--- config.mk ---
export PLATFORM = sky130hd
export DESIGN_NAME = axi_sram_slave_flat
export DESIGN_NICKNAME = d
export VERILOG_FILES = /design/src/rtl/axi_sram_slave_pkg.sv /design/src/rtl/axi_sram_slave_if.sv /design/src/rtl/axi_sram_slave_addr_gen.sv /design/src/rtl/axi_sram_slave.sv /design/src/flat_wrapper.sv
export SDC_FILE = /design/constraint.sdc
export NUM_CORES = 1
export LEC_CHECK = 0
export ABC_AREA = 1
export CAP_MARGIN = 0
export CORE_MARGIN = 1
export CORE_UTILIZATION = 45
export DETAILED_ROUTE_END_ITERATION = 12
export GPL_ROUTABILITY_DRIVEN = 0
export PLACE_DENSITY = 0.86
export SYNTH_ARGS = -nofsm -noshare
export SYNTH_HDL_FRONTEND = slang
export SYNTH_HIERARCHICAL = 1
export SYNTH_SLANG_ARGS = --single-unit
export TNS_END_PERCENT = 1
--- constraint.sdc ---
create_clock -name clk -period 4.92 [get_ports clk]
set_input_delay 0.492 -clock clk [delete_from_list [all_inputs] [get_ports clk]]
set_output_delay 0.492 -clock clk [all_outputs]
set_load 0.01 [all_outputs]
--- src/rtl/axi_sram_slave_pkg.sv ---
// Shared AXI encodings and the responder FSM state type.
package axi_sram_slave_pkg;

    localparam logic [1:0] RESP_OKAY   = 2'b00;
    localparam logic [1:0] RESP_SLVERR = 2'b10;

    localparam logic [1:0] BURST_FIXED = 2'b00;
    localparam logic [1:0] BURST_INCR  = 2'b01;
    localparam logic [1:0] BURST_WRAP  = 2'b10;

    typedef enum logic [2:0] {
        ST_IDLE,
        ST_RD_REQ,
        ST_RD_RESP,
        ST_WR_DATA,
        ST_WR_RESP
    } state_t;

    // The bus is 32 bits wide, so beat sizes above 4 bytes step by 4 bytes.
    function automatic logic [2:0] eff_size(input logic [2:0] size);
        return (size > 3'd2) ? 3'd2 : size;
    endfunction

endpackage

--- src/rtl/axi_sram_slave_if.sv ---
// AXI3 read/write channel bundle between the interconnect and the SRAM responder.
interface axi_sram_slave_if #(
    parameter int ID_WIDTH = 4
);
    logic [ID_WIDTH-1:0] arid;
    logic [31:0]         araddr;
    logic [7:0]          arlen;
    logic [2:0]          arsize;
    logic [1:0]          arburst;
    logic                arvalid;
    logic                arready;

    logic [ID_WIDTH-1:0] rid;
    logic [31:0]         rdata;
    logic [1:0]          rresp;
    logic                rlast;
    logic                rvalid;
    logic                rready;

    logic [ID_WIDTH-1:0] awid;
    logic [31:0]         awaddr;
    logic [7:0]          awlen;
    logic [2:0]          awsize;
    logic [1:0]          awburst;
    logic                awvalid;
    logic                awready;

    logic [ID_WIDTH-1:0] wid;
    logic [31:0]         wdata;
    logic [3:0]          wstrb;
    logic                wlast;
    logic                wvalid;
    logic                wready;

    logic [ID_WIDTH-1:0] bid;
    logic [1:0]          bresp;
    logic                bvalid;
    logic                bready;

    modport master (
        output arid, araddr, arlen, arsize, arburst, arvalid, input arready,
        input  rid, rdata, rresp, rlast, rvalid, output rready,
        output awid, awaddr, awlen, awsize, awburst, awvalid, input awready,
        output wid, wdata, wstrb, wlast, wvalid, input wready,
        input  bid, bresp, bvalid, output bready
    );

    modport slave (
        input  arid, araddr, arlen, arsize, arburst, arvalid, output arready,
        output rid, rdata, rresp, rlast, rvalid, input rready,
        input  awid, awaddr, awlen, awsize, awburst, awvalid, output awready,
        input  wid, wdata, wstrb, wlast, wvalid, output wready,
        output bid, bresp, bvalid, input bready
    );

endinterface

--- src/rtl/axi_sram_slave_addr_gen.sv ---
// Next beat address for FIXED/INCR/WRAP bursts (WRAP steps like INCR).
module axi_burst_addr_gen
    import axi_sram_slave_pkg::*;
(
    input  logic [31:0] addr,
    input  logic [2:0]  size,
    input  logic [1:0]  burst,
    output logic [31:0] next_addr
);

    // FIXED holds the address; any other burst type steps by the beat size, wrapping mod 2^32.
    always_comb begin
        next_addr = addr;
        if (burst != BURST_FIXED) begin
            next_addr = addr + (32'd1 << eff_size(size));
        end
    end

endmodule

--- src/rtl/axi_sram_slave.sv ---
// AXI3 single-transaction responder in front of a 1-cycle-latency 32-bit SRAM.
module axi_sram_slave
    import axi_sram_slave_pkg::*;
#(
    parameter int ADDR_WIDTH = 16,
    parameter int ID_WIDTH   = 4
) (
    input  logic                  clk,
    input  logic                  reset,
    axi_sram_slave_if.slave       bus,
    output logic                  ram_en,
    output logic [3:0]            ram_wen,
    output logic [ADDR_WIDTH-1:0] ram_addr,
    output logic [31:0]           ram_wdata,
    input  logic [31:0]           ram_rdata
);

    state_t              state;
    logic                prio_rd;
    logic [ID_WIDTH-1:0] id_q;
    logic [31:0]         addr_q;
    logic [31:0]         next_addr;
    logic [7:0]          len_q;
    logic [7:0]          cnt_q;
    logic [2:0]          size_q;
    logic [1:0]          burst_q;
    logic                wr_err_q;
    logic                rvalid_q;
    logic                rlast_q;
    logic                wready_q;
    logic                bvalid_q;
    logic [1:0]          bresp_q;

    logic                ar_grant;
    logic                aw_grant;
    logic                w_fire;
    logic                beat_last;
    logic                wlast_bad;
    logic                unused_wid;

    // One address register serves both directions since only one burst is ever in flight.
    axi_burst_addr_gen u_addr_gen (
        .addr      (addr_q),
        .size      (size_q),
        .burst     (burst_q),
        .next_addr (next_addr)
    );

    // Grant and SRAM strobes are combinational so a W beat reaches the SRAM in its handshake cycle.
    always_comb begin
        ar_grant  = (state == ST_IDLE) && bus.arvalid && (!bus.awvalid || prio_rd);
        aw_grant  = (state == ST_IDLE) && bus.awvalid && (!bus.arvalid || !prio_rd);
        w_fire    = (state == ST_WR_DATA) && wready_q && bus.wvalid;
        beat_last = (cnt_q == len_q);
        wlast_bad = (bus.wlast != beat_last);
        ram_en    = (state == ST_RD_REQ) || w_fire;
        ram_wen   = w_fire ? bus.wstrb : 4'b0000;
        ram_wdata = bus.wdata;
        ram_addr  = addr_q[ADDR_WIDTH+1:2];
    end

    assign bus.arready = ar_grant;
    assign bus.awready = aw_grant;
    assign bus.wready  = wready_q;
    assign bus.rvalid  = rvalid_q;
    assign bus.rdata   = ram_rdata;
    assign bus.rid     = id_q;
    assign bus.rresp   = RESP_OKAY;
    assign bus.rlast   = rlast_q;
    assign bus.bvalid  = bvalid_q;
    assign bus.bid     = id_q;
    assign bus.bresp   = bresp_q;
    assign unused_wid  = ^bus.wid;

    // Transaction FSM: one burst at a time, read beats alternate SRAM request and response.
    always_ff @(posedge clk or posedge reset) begin
        if (reset) begin
            state    <= ST_IDLE;
            prio_rd  <= 1'b0;
            id_q     <= '0;
            addr_q   <= '0;
            len_q    <= '0;
            cnt_q    <= '0;
            size_q   <= '0;
            burst_q  <= '0;
            wr_err_q <= 1'b0;
            rvalid_q <= 1'b0;
            rlast_q  <= 1'b0;
            wready_q <= 1'b0;
            bvalid_q <= 1'b0;
            bresp_q  <= RESP_OKAY;
        end else begin
            case (state)
                ST_IDLE: begin
                    if (ar_grant) begin
                        id_q    <= bus.arid;
                        addr_q  <= bus.araddr;
                        len_q   <= bus.arlen;
                        size_q  <= bus.arsize;
                        burst_q <= bus.arburst;
                        cnt_q   <= '0;
                        state   <= ST_RD_REQ;
                    end else if (aw_grant) begin
                        id_q     <= bus.awid;
                        addr_q   <= bus.awaddr;
                        len_q    <= bus.awlen;
                        size_q   <= bus.awsize;
                        burst_q  <= bus.awburst;
                        cnt_q    <= '0;
                        wr_err_q <= 1'b0;
                        wready_q <= 1'b1;
                        state    <= ST_WR_DATA;
                    end
                    // Priority only moves when both sides competed, so a lone request never steals the next turn.
                    if (bus.arvalid && bus.awvalid) begin
                        prio_rd <= !prio_rd;
                    end
                end
                ST_RD_REQ: begin
                    rvalid_q <= 1'b1;
                    rlast_q  <= beat_last;
                    state    <= ST_RD_RESP;
                end
                ST_RD_RESP: begin
                    if (bus.rready) begin
                        rvalid_q <= 1'b0;
                        rlast_q  <= 1'b0;
                        if (rlast_q) begin
                            state <= ST_IDLE;
                        end else begin
                            addr_q <= next_addr;
                            cnt_q  <= cnt_q + 8'd1;
                            state  <= ST_RD_REQ;
                        end
                    end
                end
                ST_WR_DATA: begin
                    if (w_fire) begin
                        addr_q <= next_addr;
                        if (beat_last) begin
                            wready_q <= 1'b0;
                            bvalid_q <= 1'b1;
                            bresp_q  <= (wr_err_q || wlast_bad) ? RESP_SLVERR : RESP_OKAY;
                            state    <= ST_WR_RESP;
                        end else begin
                            cnt_q    <= cnt_q + 8'd1;
                            wr_err_q <= wr_err_q || wlast_bad;
                        end
                    end
                end
                ST_WR_RESP: begin
                    if (bus.bready) begin
                        bvalid_q <= 1'b0;
                        state    <= ST_IDLE;
                    end
                end
                default: state <= ST_IDLE;
            endcase
        end
    end

endmodule
--- src/flat_wrapper.sv ---
// flat-port wrapper written by rule: the top's interface ports become plain ports
module axi_sram_slave_flat import axi_sram_slave_pkg::*;
#(
    parameter int ADDR_WIDTH = 16,
    parameter int ID_WIDTH   = 4
)
  (clk, reset, ram_en, ram_wen, ram_addr, ram_wdata, ram_rdata, bus_arid, bus_araddr, bus_arlen, bus_arsize, bus_arburst, bus_arvalid, bus_arready, bus_rid, bus_rdata, bus_rresp, bus_rlast, bus_rvalid, bus_rready, bus_awid, bus_awaddr, bus_awlen, bus_awsize, bus_awburst, bus_awvalid, bus_awready, bus_wid, bus_wdata, bus_wstrb, bus_wlast, bus_wvalid, bus_wready, bus_bid, bus_bresp, bus_bvalid, bus_bready);
  axi_sram_slave_if #(.ID_WIDTH(ID_WIDTH)) bus_i ();
  input  logic clk;
  input  logic reset;
  output logic ram_en;
  output logic [3:0] ram_wen;
  output logic [ADDR_WIDTH-1:0] ram_addr;
  output logic [31:0] ram_wdata;
  input  logic [31:0] ram_rdata;
  input wire logic [$bits(bus_i.arid)-1:0] bus_arid;
  input wire logic [$bits(bus_i.araddr)-1:0] bus_araddr;
  input wire logic [$bits(bus_i.arlen)-1:0] bus_arlen;
  input wire logic [$bits(bus_i.arsize)-1:0] bus_arsize;
  input wire logic [$bits(bus_i.arburst)-1:0] bus_arburst;
  input wire logic [$bits(bus_i.arvalid)-1:0] bus_arvalid;
  output wire logic [$bits(bus_i.arready)-1:0] bus_arready;
  output wire logic [$bits(bus_i.rid)-1:0] bus_rid;
  output wire logic [$bits(bus_i.rdata)-1:0] bus_rdata;
  output wire logic [$bits(bus_i.rresp)-1:0] bus_rresp;
  output wire logic [$bits(bus_i.rlast)-1:0] bus_rlast;
  output wire logic [$bits(bus_i.rvalid)-1:0] bus_rvalid;
  input wire logic [$bits(bus_i.rready)-1:0] bus_rready;
  input wire logic [$bits(bus_i.awid)-1:0] bus_awid;
  input wire logic [$bits(bus_i.awaddr)-1:0] bus_awaddr;
  input wire logic [$bits(bus_i.awlen)-1:0] bus_awlen;
  input wire logic [$bits(bus_i.awsize)-1:0] bus_awsize;
  input wire logic [$bits(bus_i.awburst)-1:0] bus_awburst;
  input wire logic [$bits(bus_i.awvalid)-1:0] bus_awvalid;
  output wire logic [$bits(bus_i.awready)-1:0] bus_awready;
  input wire logic [$bits(bus_i.wid)-1:0] bus_wid;
  input wire logic [$bits(bus_i.wdata)-1:0] bus_wdata;
  input wire logic [$bits(bus_i.wstrb)-1:0] bus_wstrb;
  input wire logic [$bits(bus_i.wlast)-1:0] bus_wlast;
  input wire logic [$bits(bus_i.wvalid)-1:0] bus_wvalid;
  output wire logic [$bits(bus_i.wready)-1:0] bus_wready;
  output wire logic [$bits(bus_i.bid)-1:0] bus_bid;
  output wire logic [$bits(bus_i.bresp)-1:0] bus_bresp;
  output wire logic [$bits(bus_i.bvalid)-1:0] bus_bvalid;
  input wire logic [$bits(bus_i.bready)-1:0] bus_bready;
  assign bus_i.arid = bus_arid;
  assign bus_i.araddr = bus_araddr;
  assign bus_i.arlen = bus_arlen;
  assign bus_i.arsize = bus_arsize;
  assign bus_i.arburst = bus_arburst;
  assign bus_i.arvalid = bus_arvalid;
  assign bus_arready = bus_i.arready;
  assign bus_rid = bus_i.rid;
  assign bus_rdata = bus_i.rdata;
  assign bus_rresp = bus_i.rresp;
  assign bus_rlast = bus_i.rlast;
  assign bus_rvalid = bus_i.rvalid;
  assign bus_i.rready = bus_rready;
  assign bus_i.awid = bus_awid;
  assign bus_i.awaddr = bus_awaddr;
  assign bus_i.awlen = bus_awlen;
  assign bus_i.awsize = bus_awsize;
  assign bus_i.awburst = bus_awburst;
  assign bus_i.awvalid = bus_awvalid;
  assign bus_awready = bus_i.awready;
  assign bus_i.wid = bus_wid;
  assign bus_i.wdata = bus_wdata;
  assign bus_i.wstrb = bus_wstrb;
  assign bus_i.wlast = bus_wlast;
  assign bus_i.wvalid = bus_wvalid;
  assign bus_wready = bus_i.wready;
  assign bus_bid = bus_i.bid;
  assign bus_bresp = bus_i.bresp;
  assign bus_bvalid = bus_i.bvalid;
  assign bus_i.bready = bus_bready;
  axi_sram_slave #(.ADDR_WIDTH(ADDR_WIDTH), .ID_WIDTH(ID_WIDTH)) u_core (.clk(clk), .reset(reset), .bus(bus_i), .ram_en(ram_en), .ram_wen(ram_wen), .ram_addr(ram_addr), .ram_wdata(ram_wdata), .ram_rdata(ram_rdata));
endmodule
# --- After elaboration in Yosys (flattened, before gate mapping) ---
# Cells that the tools add are included.
# Widths: inputs -> output; s select.
totals:
  input_bits: 178
  word_cells: 114
  output_inout_bits: 103
  reg_bits: 68
op_classes:
  n_reduce_logical: 31
  eq_ne: 15
  n_addsub: 2
  n_mux: 50
  shifts: 1
  magnitude_cmp: 1
op_table:
  columns: ["operator", "n"]
  rows:
  - ["$mux 32", 6]
  - ["$pmux 32 s3", 1]
  - ["$mux 8", 8]
  - ["$add 32x32->32", 1]
  - ["$shl 1x3->32 const A", 1]
  - ["$mux 3", 9]
  - ["$pmux 8 s3", 1]
  - ["$reduce_and 5->1", 4]
  - ["$pmux 3 s5", 1]
  - ["$mux 1", 13]
  - ["$mux 4", 3]
  - ["$ne 2x2->1 const B", 6]
  - ["$pmux 1 s2", 5]
  - ["$reduce_bool 2->1", 5]
  - ["$add 8x1->8 const B", 1]
  - ["$eq 8x8->1", 1]
  - ["$logic_and 1x1->1", 7]
  - ["$eq 3x2->1 const B", 2]
  - ["$mux 2", 3]
  - ["$reduce_and 2->1", 3]
  - ["$reduce_and 6->1", 1]
  - ["$logic_or 1x1->1", 4]
  - ["$ne 2x1->1 const B", 2]
  - ["$reduce_and 4->1", 1]
  - ["9 further kinds", 11]

# --- Depth between registers and ports, before layout ---
depth:
  ltp_word: 8
  ltp_mapped: 16
  mapped_depth_nobuf: 16

# --- Hierarchy ---
# The synthesis kept the hierarchy.
modules_own_cells:
  columns: ["mod", "seq_area_each_um2", "instances", "area_each_um2", "cells_each"]
  rows:
  - ["axi_sram_slave", 1676.6, 1, 4760.8, 653]
  - ["axi_burst_addr_gen", 0.0, 1, 1452.6, 301]

# --- Worst setup path before layout ---
# No wires, ideal clock.
synth_timing:
  kind: "register to register"
  from: "register u_core.size_q[2]"
  to: "register u_core.addr_q[26]"
  slack_ns: 2.581
  setup_time_ns: 0.120
  period_less_slack_ns: 2.339
  required_time_ns: 4.800
  path_stages_with_launch: 17
  n_path_buf: 0
  arrival_ns: 2.219
  cell_sequence: "dfrtp_1 -> or2_2 -> nor2_1 -> ha_1 -> fa_1 -> nand2_1 -> nand2_1 -> nand3b_1 -> nand2_1 -> nand2_1 -> nand2_1 -> nand3_1 -> nand2_1 -> nand2_1 -> or2_2 -> nand2_1 -> a21oi_2"
synth_between:
  elab_chain_cells: 8
  word_cells_on_any_way: 9
  cone_classes: "1 x add/sub; 1 x order compare; 1 x shift; 6 x mux"
synth_rtl:
  columns: ["element", "line", "source"]
  rows:
  - ["start: declaration", "axi_sram_slave.sv:25", "logic [2:0] size_q;"]
  - ["start signal: assignment", "axi_sram_slave.sv:99", "size_q <= bus.arsize;"]
  - ["start signal: assignment", "axi_sram_slave.sv:107", "size_q <= bus.awsize;"]
  - ["$gt 3x2->1", "axi_sram_slave_pkg.sv:21", "return (size > 3'd2) ? 3'd2 : size;"]
  - ["$mux 3 (*)", "axi_sram_slave_pkg.sv:21", null]
  - ["$shl 1x3->32 (*)", "axi_sram_slave_addr_gen.sv:15", "next_addr = addr + (32'd1 << eff_size(size));"]
  - ["$add 32x32->32 (*)", "axi_sram_slave_addr_gen.sv:15", null]
  - ["$mux 32 (*)", "axi_sram_slave_addr_gen.sv:14", "if (burst != BURST_FIXED) begin"]
  - ["named net u_core.next_addr[26]", "axi_sram_slave.sv:22", "logic [31:0] next_addr;"]
  - ["$mux 32", "axi_sram_slave.sv:128", "if (rlast_q) begin"]
  - ["$mux 32", "axi_sram_slave.sv:125", "if (bus.rready) begin"]
  - ["$pmux 32 s3 (*)", "axi_sram_slave.sv:93", "case (state)"]
  - ["end signal: assignment", "axi_sram_slave.sv:97", "addr_q <= bus.araddr;"]
  - ["end signal: assignment", "axi_sram_slave.sv:131", "addr_q <= next_addr;"]
  - ["end signal: assignment", "axi_sram_slave.sv:139", "addr_q <= next_addr;"]
  - ["end: declaration", "axi_sram_slave.sv:21", "logic [31:0] addr_q;"]
# The timed path passes the listed nets; every way through them passes the cells marked *. The select of a mux whose other input is x is not followed.
# A chain may end at the register's enable or synchronous reset.

# --- Worst setup path in the final report ---
layout_timing:
  from: "input bus_arvalid"
  to: "output bus_arready"
layout_between:
  elab_chain_cells: 2
layout_rtl:
  columns: ["element", "line", "source"]
  rows:
  - ["start: declaration", "flat_wrapper.sv:21", "input wire logic [$bits(bus_i.arvalid)-1:0] bus_arvalid;"]
  - ["$logic_and 1x1->1 (2 in a row)", "axi_sram_slave.sv:51", "ar_grant = (state == ST_IDLE) && bus.arvalid && (!bus.awvalid || prio_rd);"]
  - ["end: declaration", "flat_wrapper.sv:22", "output wire logic [$bits(bus_i.arready)-1:0] bus_arready;"]
# Every way passes these cells.

==> reports/metrics.cfg <==
[clocking]
clock_path_buffers=2
cts_resized=0
cts_tree=built
holdBufCountCts=0
cts_buffers=5
htree_levels=2
insertion_delay_ns=0.31
clk_pin_slew_ns=0.10
cts.sinks=53
post_cts_buffers=0
cts_root_buffer=clkbuf_8

[final_layout]
mostFrequentLayoutCells=nand2_1 (217), clkdlybuf4s50_1 (117), nor2_1 (84)
drive_gt1_share_pct=9.569
final_common_cell=nand2_1
final_area_mm2=0.005492
syn_to_final_growth_pct=13.70
diodes=0
nets=929

[placed_design]
placed_area_mm2=0.005398
portBuffers=117
pre_cts_ws_ns=1.545
hpwlAfterDp_um=8297

[global_routing]
grt_pass1_vias=4226
grt_antenna_before_repair=0
grt_overflow=0
track_usage_pct=21.29
grt_max_degree=54
grt_pass1_wl_um=19130

[run_status]
status=completed

[sta]
timing.setup.tns_ns=0
timing.final.max_slew_violations=0
rsz0062_at_grt=false
worst_pin_slew_ns=1.220
finClkSkew_ns=0.004588
finalCriticalPeriod_ns=3.365
fin_ws_ns=1.555
max_freq_mhz=297.2
holdWs_ns=0.4964
min_period_over_period_pct=68.39
finalHoldViolCount=0
setup_viol=0
max_slew_margin_pct=18.59

[power_and_ir_drop]
leakage_nw=2.623
power_density_mw_per_mm2=616.8
peakVddDrop_mv=0.2888

[worst_setup_path]
r2r_setup_slack_ns=2.06
reg2reg_to=u_core/size_q[1]$_DFFE_PP0P_
crit_fanout=38
start_kind=input port
crit_arrival_ns=2.87
critical_path_class=in -> out
worstSetupEndpointType=output pin
crit_required_ns=4.43
rr_startpoint=u_core/state[2]$_DFFE_PP0P_
rr_worst_depth=8

[floorplan]
die_w_um=105.6
die_h_um=105.6
start_util_pct=46.57
io_pins=281
coreArea_mm2=0.01037
die-area_mm2=0.01115
rows=37

[synthesis]
avgSynthCellArea_um2=6.680
syn_inst=723
synthesis.yosys.warnings=6
mappedNetlistArea_mm2=0.004830

[route]
wirelength_um=11060
wl_per_cell_um=12.59
ant_nets=0
drc=0
vias=4295
dr.first_iter.drc_count=149
dr.pass1.iters=4
via_per_inst=4.892

[flow_run]
drv_cap=0

[min_path]
min_path_cells=2
hp-start=u_core/size_q[2]$_DFFE_PP0P_
min_to=u_core/size_q[2]$_DFFE_PP0P_
min_path_type=reg -> reg

-- critical path, stage by stage --
cell and delay [ns]:
clkdlybuf4s50_1 0.49, a21boi_1 0.25, nand2_4 0.30, inv_2 0.64
clkdlybuf4s50_1 0.67
-- flip-flops by register name (all words and copies together), names as in the netlist, 2 cells and up --
name            flops
u_core/addr_q      18
u_core/bus.bid      4
u_core/len_q        8
u_core/cnt_q        8
u_core/burst_q      2
u_core/size_q       3
u_core/state        3
-- metal layers --
| layer | vias up | track usage (%) | wire, µm |
|---|---|---|---|
| li1 | 2200 | - | - |
| met1 | 1943 | 24.25 | 4598 |
| met2 | 133 | 38.72 | 5487 |
| met3 | 19 | 5.442 | 768 |
| met4 | 0 | 6.845 | 203 |
| met5 | - | 0 | 0 |
-- worst max path at each step --
stage,from,to,slack [ns],cells past startpoint
final,bus_arvalid,bus_arready,1.56,5
after global routing,bus_arvalid,bus_arready,1.38,5
after CTS,bus_arvalid,bus_arready,1.52,5
after detailed placement,bus_arvalid,bus_arready,1.55,5
after global placement,bus_arvalid,bus_arready,1.56,5
after floorplan,u_core/size_q[2]$_DFFE_PP0P_,u_core/addr_q[16]$_DFFE_PP0P_,2.66,16
-- report_power, final --
group / internal (mW) / switching [mW]
combinational: 0.936 / 1.33
sequential: 0.632 / 0.217
clock: 0.104 / 0.163
-- through the flow --
step | utilization, % | cells | total power, mW
2_1_floorplan | - | 729 | 2.753
3_3_place_gp | 52.05 | 870 | 3.071
3_5_place_dp | 52.05 | 870 | 3.130
4_1_cts | 52.96 | 878 | 3.411
5_1_grt | 52.96 | 878 | 3.752
6_report | 52.96 | 878 | 3.387
-- cell type report --
cell class | count | area, µm²
fill | 1014 | 4878
timing repair buffer | 119 | 1186
tap | 136 | 170.2
sequential | 53 | 1326
inverter | 63 | 236.5
clock inverter | 3 | 25.02
multi-input combinational | 499 | 2479
clock buffer | 5 | 68.82
Note: power is estimated with default switching activity, not from simulation.
